## src/rtl/vid_pkg.sv

```systemverilog
// Shared video pipeline constants: pixel width, line address width, transparent value.
package vid_pkg;

  localparam int PIX_W   = 8;
  localparam int LINE_AW = 8;
  localparam logic [PIX_W-1:0] PIX_TRANSP = '0;

  typedef enum logic {
    BANK_0 = 1'b0,
    BANK_1 = 1'b1
  } bank_e;

  function automatic bank_e other_bank(input bank_e b);
    return (b == BANK_0) ? BANK_1 : BANK_0;
  endfunction

endpackage

```

## src/rtl/lb_bank_ram.sv

```systemverilog
// One line-buffer bank: simple dual-port RAM, synchronous write and registered read.
module lb_bank_ram
  import vid_pkg::*;
#(
  parameter int DW = PIX_W,
  parameter int AW = LINE_AW
) (
  input  logic          clk,
  input  logic          reset,
  input  logic          we,
  input  logic [AW-1:0] waddr,
  input  logic [DW-1:0] wdata,
  input  logic          re,
  input  logic [AW-1:0] raddr,
  output logic [DW-1:0] rdata
);

  logic [DW-1:0] mem [0:(1<<AW)-1];

  always_ff @(posedge clk) begin
    if (we) mem[waddr] <= wdata;
  end

  // Same-edge write to raddr is not visible here: read-before-write.
  always_ff @(posedge clk) begin
    if (reset)   rdata <= '0;
    else if (re) rdata <= mem[raddr];
  end

endmodule

```

## src/rtl/line_buffer_pp.sv

```systemverilog
// Ping-pong line buffer: render writes one bank while scanout reads (and optionally clears) the other.
module line_buffer_pp
  import vid_pkg::*;
#(
  parameter int            DW        = PIX_W,
  parameter int            AW        = LINE_AW,
  parameter int            TRANSP_EN = 1,
  parameter logic [DW-1:0] TRANSP    = DW'(PIX_TRANSP),
  parameter int            CLR_EN    = 1,
  parameter logic [DW-1:0] CLR_VAL   = '0
) (
  input  logic          clk,
  input  logic          reset,
  input  logic          swap,
  input  logic          wr_en,
  input  logic [AW-1:0] wr_addr,
  input  logic [DW-1:0] wr_data,
  input  logic          rd_en,
  input  logic [AW-1:0] rd_addr,
  output logic [DW-1:0] rd_data,
  output logic          rd_valid,
  output logic          wbank
);

  bank_e         wr_bank_q;
  bank_e         rd_sel_q;
  logic          wr_ok;
  logic          clr_ok;
  logic [DW-1:0] bank_rdata [2];

  assign wr_ok  = wr_en && !((TRANSP_EN != 0) && (wr_data == TRANSP));
  assign clr_ok = rd_en && (CLR_EN != 0);

  always_ff @(posedge clk) begin
    if (reset) begin
      wr_bank_q <= BANK_0;
      rd_sel_q  <= BANK_0;
      rd_valid  <= 1'b0;
    end else begin
      if (swap) wr_bank_q <= other_bank(wr_bank_q);
      if (rd_en) rd_sel_q <= other_bank(wr_bank_q);
      rd_valid <= rd_en;
    end
  end

  // Each bank's write port is owned by the renderer or by clear-on-read, never both.
  for (genvar b = 0; b < 2; b++) begin : g_bank
    localparam bank_e ME = (b == 0) ? BANK_0 : BANK_1;
    logic          is_wr;
    logic          we;
    logic [AW-1:0] waddr;
    logic [DW-1:0] wdata;
    logic          re;
    logic [DW-1:0] rdata;

    assign is_wr = (wr_bank_q == ME);
    assign we    = !reset && (is_wr ? wr_ok : clr_ok);
    assign waddr = is_wr ? wr_addr : rd_addr;
    assign wdata = is_wr ? wr_data : CLR_VAL;
    assign re    = rd_en && !is_wr;

    lb_bank_ram #(
      .DW(DW),
      .AW(AW)
    ) u_ram (
      .clk  (clk),
      .reset(reset),
      .we   (we),
      .waddr(waddr),
      .wdata(wdata),
      .re   (re),
      .raddr(rd_addr),
      .rdata(rdata)
    );

    assign bank_rdata[b] = rdata;
  end

  // Bank outputs only update on their own reads, so holding the select holds rd_data.
  assign rd_data = (rd_sel_q == BANK_1) ? bank_rdata[1] : bank_rdata[0];
  assign wbank   = (wr_bank_q == BANK_1);

endmodule

```

## config.mk

```make
export PLATFORM = sky130hd
export DESIGN_NAME = line_buffer_pp
export DESIGN_NICKNAME = d
export VERILOG_FILES = /design/src/rtl/vid_pkg.sv /design/src/rtl/lb_bank_ram.sv /design/src/rtl/line_buffer_pp.sv
export SDC_FILE = /design/constraint.sdc
export NUM_CORES = 2
export LEC_CHECK = 0
export ABC_AREA = 1
export BUFFER_PORTS_ARGS = -buffer_cell sky130_fd_sc_hd__buf_4
export CAP_MARGIN = 20
export CORE_ASPECT_RATIO = 1.75
export CORE_MARGIN = 2
export CORE_UTILIZATION = 50
export CTS_CLUSTER_DIAMETER = 200
export CTS_CLUSTER_SIZE = 40
export DETAILED_ROUTE_END_ITERATION = 8
export PLACE_DENSITY = 0.62
export SYNTH_ARGS = -nofsm -noshare
export SYNTH_HDL_FRONTEND = slang
export SYNTH_SLANG_ARGS = --single-unit
```

## constraint.sdc

```tcl
create_clock -name clk -period 12.6 [get_ports clk]
set_input_delay 2.52 -clock clk [delete_from_list [all_inputs] [get_ports clk]]
set_output_delay 2.52 -clock clk [all_outputs]
set_load 0.02 [all_outputs]
```

# ---- Word level (Yosys, flattened, before mapping)
# Memory sizes are Yosys's and may differ from the RTL's. A register that Yosys moved wholly into a read port is not among the register bits.
# Cells that the tools add are included.
# W data, S select, Z words.
dict set report classes {
  reduce_logical 9
  muxes 12
}
# op n
set ops {}
lappend ops {{$mux W8} 5}
lappend ops {{$logic_not A8 Y1} 1}
lappend ops {{$mux W1} 7}
lappend ops {{$logic_and A1 B1 Y1} 5}
lappend ops {{$logic_not A1 Y1} 3}
dict set report word_totals {
  ram_bits 4096
  ff_bits 3
  word_cells 26
  mem_count 2
}
# name words word_bits read_ports rd_ports_with_merged_regs write_ports line
set mem_list {}
lappend mem_list {{g_bank[0].u_ram.mem} 256 8 1 1 1 lb_bank_ram.sv:18} ;# logic [DW-1:0] mem [0:(1<<AW)-1];
lappend mem_list {{g_bank[1].u_ram.mem} 256 8 1 1 1 lb_bank_ram.sv:18}

# ---- Depth between registers and ports, before layout
dict set report depth {
  depth_word 7
  mapped_depth 17
  mapped_depth_nobuf 13
}

# ---- By module
# From an unflattened synthesis, not the netlist that was laid out.
dict set report hier_totals {
  hier_cells 14187
  hier_area_um2 167657.0
}
# module area_each_um2 seq_area_each_um2 n_inst cells_each
set modules_own_cells {}
lappend modules_own_cells {lb_bank_ram 83522.6 61659.1 2 7038}
lappend modules_own_cells {line_buffer_pp 611.8 60.1 1 111}

# ---- Least setup slack after synthesis
# No wires, ideal clock.
dict set report synth_timing {
  path_type {input to register}
  from {input wr_data[0]}
  to {memory g_bank[0].u_ram.mem[0][0] (netlist name), data pin}
  setup_time_ns 1.409
  arrival_ns 8.529
  setup_slack_ns 2.662
  path_stages 2
  path_cell_list {inv_1 > nor2_1}
}
dict set report synth_via {
  elab_chain_cells 1
}
# element line
set synth_rtl {}
lappend synth_rtl {{start: declaration} line_buffer_pp.sv:17} ;# input logic [DW-1:0] wr_data,
lappend synth_rtl {{$mux W8} line_buffer_pp.sv:59} ;# assign wdata = is_wr ? wr_data : CLR_VAL;
lappend synth_rtl {{named net g_bank[0].u_ram.wdata[0]} lb_bank_ram.sv:12} ;# input logic [DW-1:0] wdata,
lappend synth_rtl {{end: declaration} lb_bank_ram.sv:18}
# The timed path passes the listed nets, and every way through them passes these cells.

# ---- Worst setup path in the final report
dict set report layout_timing {
  from {input rd_addr[5]}
  to {memory g_bank[0].u_ram.mem[46][5] (netlist name) (enable)}
}
dict set report layout_via {
  elab_chain_cells 1
}
# element line
set layout_rtl {}
lappend layout_rtl {{start: declaration} line_buffer_pp.sv:19} ;# input logic [AW-1:0] rd_addr,
lappend layout_rtl {{$mux W8} line_buffer_pp.sv:58} ;# assign waddr = is_wr ? wr_addr : rd_addr;
# Every way passes these cells.

==> out/results.txt <==
Area growth, synth to finish: 3.39%
Area leader, netlist: edfxtp_1
Largest net degree at the start of global routing: 219
Post-route cell area: 173,000 sq um
#FFs+latches synth: 4,115
Count leader, synth: nand2_1
CTS clock-pin slew for the worst setup and hold paths: 0.14 ns
Later-pin clock latency in the skew report: 0.87 ns
Die extent in y: 769 microns
Main area contributors after synthesis: edfxtp_1 73%, nand3_1 12%, nand2_1 9.6%
Cell Area, Placed: 170,000 sq um
Crit end category: flop
Ys flop type: edfxtp_1
Layout Nets: 13,500
Slew HR: 16.0%
Top cell type's share of synthesized area: 73.5%
Synth Instances: 14,100
Drt drc: 0
Via density: 5.95
FFs w/ async S/R, synth: 0%
Status: completed
Die area: 340,000 sq um
Syn Std Cell Area: 167,000 sq um
Crit path DAT: 7.06 ns
Mapped Nets: 14,200
Global Route Usage Sum: 26.6%
TritonCTS clock tree: done
Worst vdd ir: 0.156 mV
Initial Util: 50.1%
Vias in the first global route: 104,000
Post-CTS sizing: 0
Max-Cap Viols: 0
Initial antenna violation count: 11
Hold_buf cts: 0
Worst EP required: 13.10 ns
RD Place Congestion: 0.925
Antenna Nets Post-Route: 0
Clock Skews: 0.0390 ns
Worst-path maximum fanout: 42
Via count: 106,000
H-tree depth: 3
First-pass DRT Iterations: 7
Final setup vio count: 0
Pwr Density: 131 nW/um^2
CTS Buffer Depth: 3
DP Wirelength: 267 mm
Post-synthesis cell type count: 27
Setup Buffers After CTS: 0
Final worst setup slack: 6.04 ns
Slew Viols, Final: 0
Sequential area share after synthesis: 73.7%
Row count: 281
Setup TNS: 0 ns
Post-Syn Area per Cell: 11.9 sq um
Final min period: 6.56 ns
Critical Path Start Type: input pin
Final hold violations: 0
Hold WS: 0.548 ns
Hold Crit Class: flop to flop
I/O pin cnt: 39
Layout cells sized above 1: 2.79%
WL/cell: 25.7 microns
WS Path Type: input pin to flop
Total CTS buffers: 112
Root cell of the clock tree: clkbuf_16
Post-synth EDFFs: 4,096
Count of input and output buffers: 38
1st-iter DRT viols: 11,200
Final worst path period share: 52.1%
Worst Tran Pin Value: 1.26 ns
Most common library cells after synthesis: 4,271 x nand2_1, 4,096 x edfxtp_1, 4,048 x nand3_1
Pre-CTS WS: 5.20 ns
Fmax: 0.152 GHz
Die width: 441 microns
Static leakage: 0.0582 uW
Total power: 22,600 uW
CORE AREA: 334,000 sq um
Post-Route WL: 460 mm
Yosys warning total: 0
CTS sink count: 4,115
GR Overflow Total: 0
RSZ-0062 raised after global routing: no
Global-route wire length before repair: 675 mm
through the flow:
| stage | instances | util (%) |
|---|---|---|
| detailed placement | 17700 | 50.9 |
| floorplan | 14100 | - |
| finish | 17900 | 51.8 |
| CTS | 17900 | 51.8 |
| global placement | 17700 | 50.9 |
| global route | 17900 | 51.8 |
worst max-delay path, stage by stage:
cell and delay [ns]:
buf_4 0.36, buf_4 0.74, clkinv_2 0.84, nand2_1 0.20
o21ai_1 0.12, nor2_1 0.58, nand2_1 0.80, nor2_1 0.82
area by class of cell:
cell class                      instances  area [sq um]
Fill cell                           28600        161000
Clock inverter                          3          25.0
Clock buffer                          153          3060
Inverter                               68           378
Timing Repair Buffer                  197          1810
Antenna cell                            5          12.5
Tap cell                             4386          5490
Multi-Input combinational cell       8963         38900
Sequential cell                      4115        123000
cell usage in the layout, fill, tap and decap left out, drive strengths merged:
| cell type | n |
|---|---|
| nor2 | 589 |
| buf | 197 |
| o21ai | 27 |
| clkbuf | 153 |
| diode | 5 |
| nand4 | 6 |
| or2 | 8 |
| dfxtp | 19 |
| inv | 67 |
| edfxtp | 4096 |
| a21oi | 8 |
| nand2 | 4276 |
| clkinvlp | 1 |
| clkinv | 3 |
| nand3 | 4048 |
| xnor2 | 1 |
logic make-up (layout without fill, tap and decap cells):
| logic type | after synthesis | count (layout) | share of synthesized area, % |
|---|---|---|---|
| xor gates and xnor gates | 1 | 1 | 0.00523 |
| and+or+nand+nor | 8927 | 8927 | 23.1 |
| AOI/OAI and AO/OA | 35 | 35 | 0.107 |
| other | 0 | 5 | 0 |
| buffers and inverters | 1047 | 421 | 3.12 |
| DFF | 4115 | 4115 | 73.7 |
sequential cells by signal, summed over array words and instances (netlist names):
register / flops
rd_valid: 1
rd_sel_q: 1
g_bank.u_ram.mem: 4096
g_bank.u_ram.rdata: 16
wbank: 1
per-layer routing:
metal  vias up  GRT usage [%]  part of all wire [%]
li1      48400              -                     -
met1     52600           32.3                    36
met2      4400           46.3                    51
met3       999           2.91                   6.5
met4         8           14.6                   6.4
met5         -              0                 0.012
where the power goes:
group          leakage [uW]  internal (uW)  switching [uW]  total (uW)
registers            0.0366          15200            12.9       15200
logic                0.0201            388            1530        1920
clock network       0.00149           1720            3780        5510
total                0.0582          17300            5330       22600
path summary, 6_finish.rpt:
path                                 to                      from  slack, ns  cells past startpoint
max          g_bank[0].u_ram.mem[46][5]                rd_addr[5]       6.04                      8
max reg2reg  g_bank[1].u_ram.mem[65][7]                     wbank       7.84                      6
min            g_bank[0].u_ram.rdata[3]  g_bank[0].u_ram.rdata[3]       0.55                      4
min reg2reg    g_bank[0].u_ram.rdata[3]  g_bank[0].u_ram.rdata[3]       0.55                      4
Power figures use the tool's default switching activity.
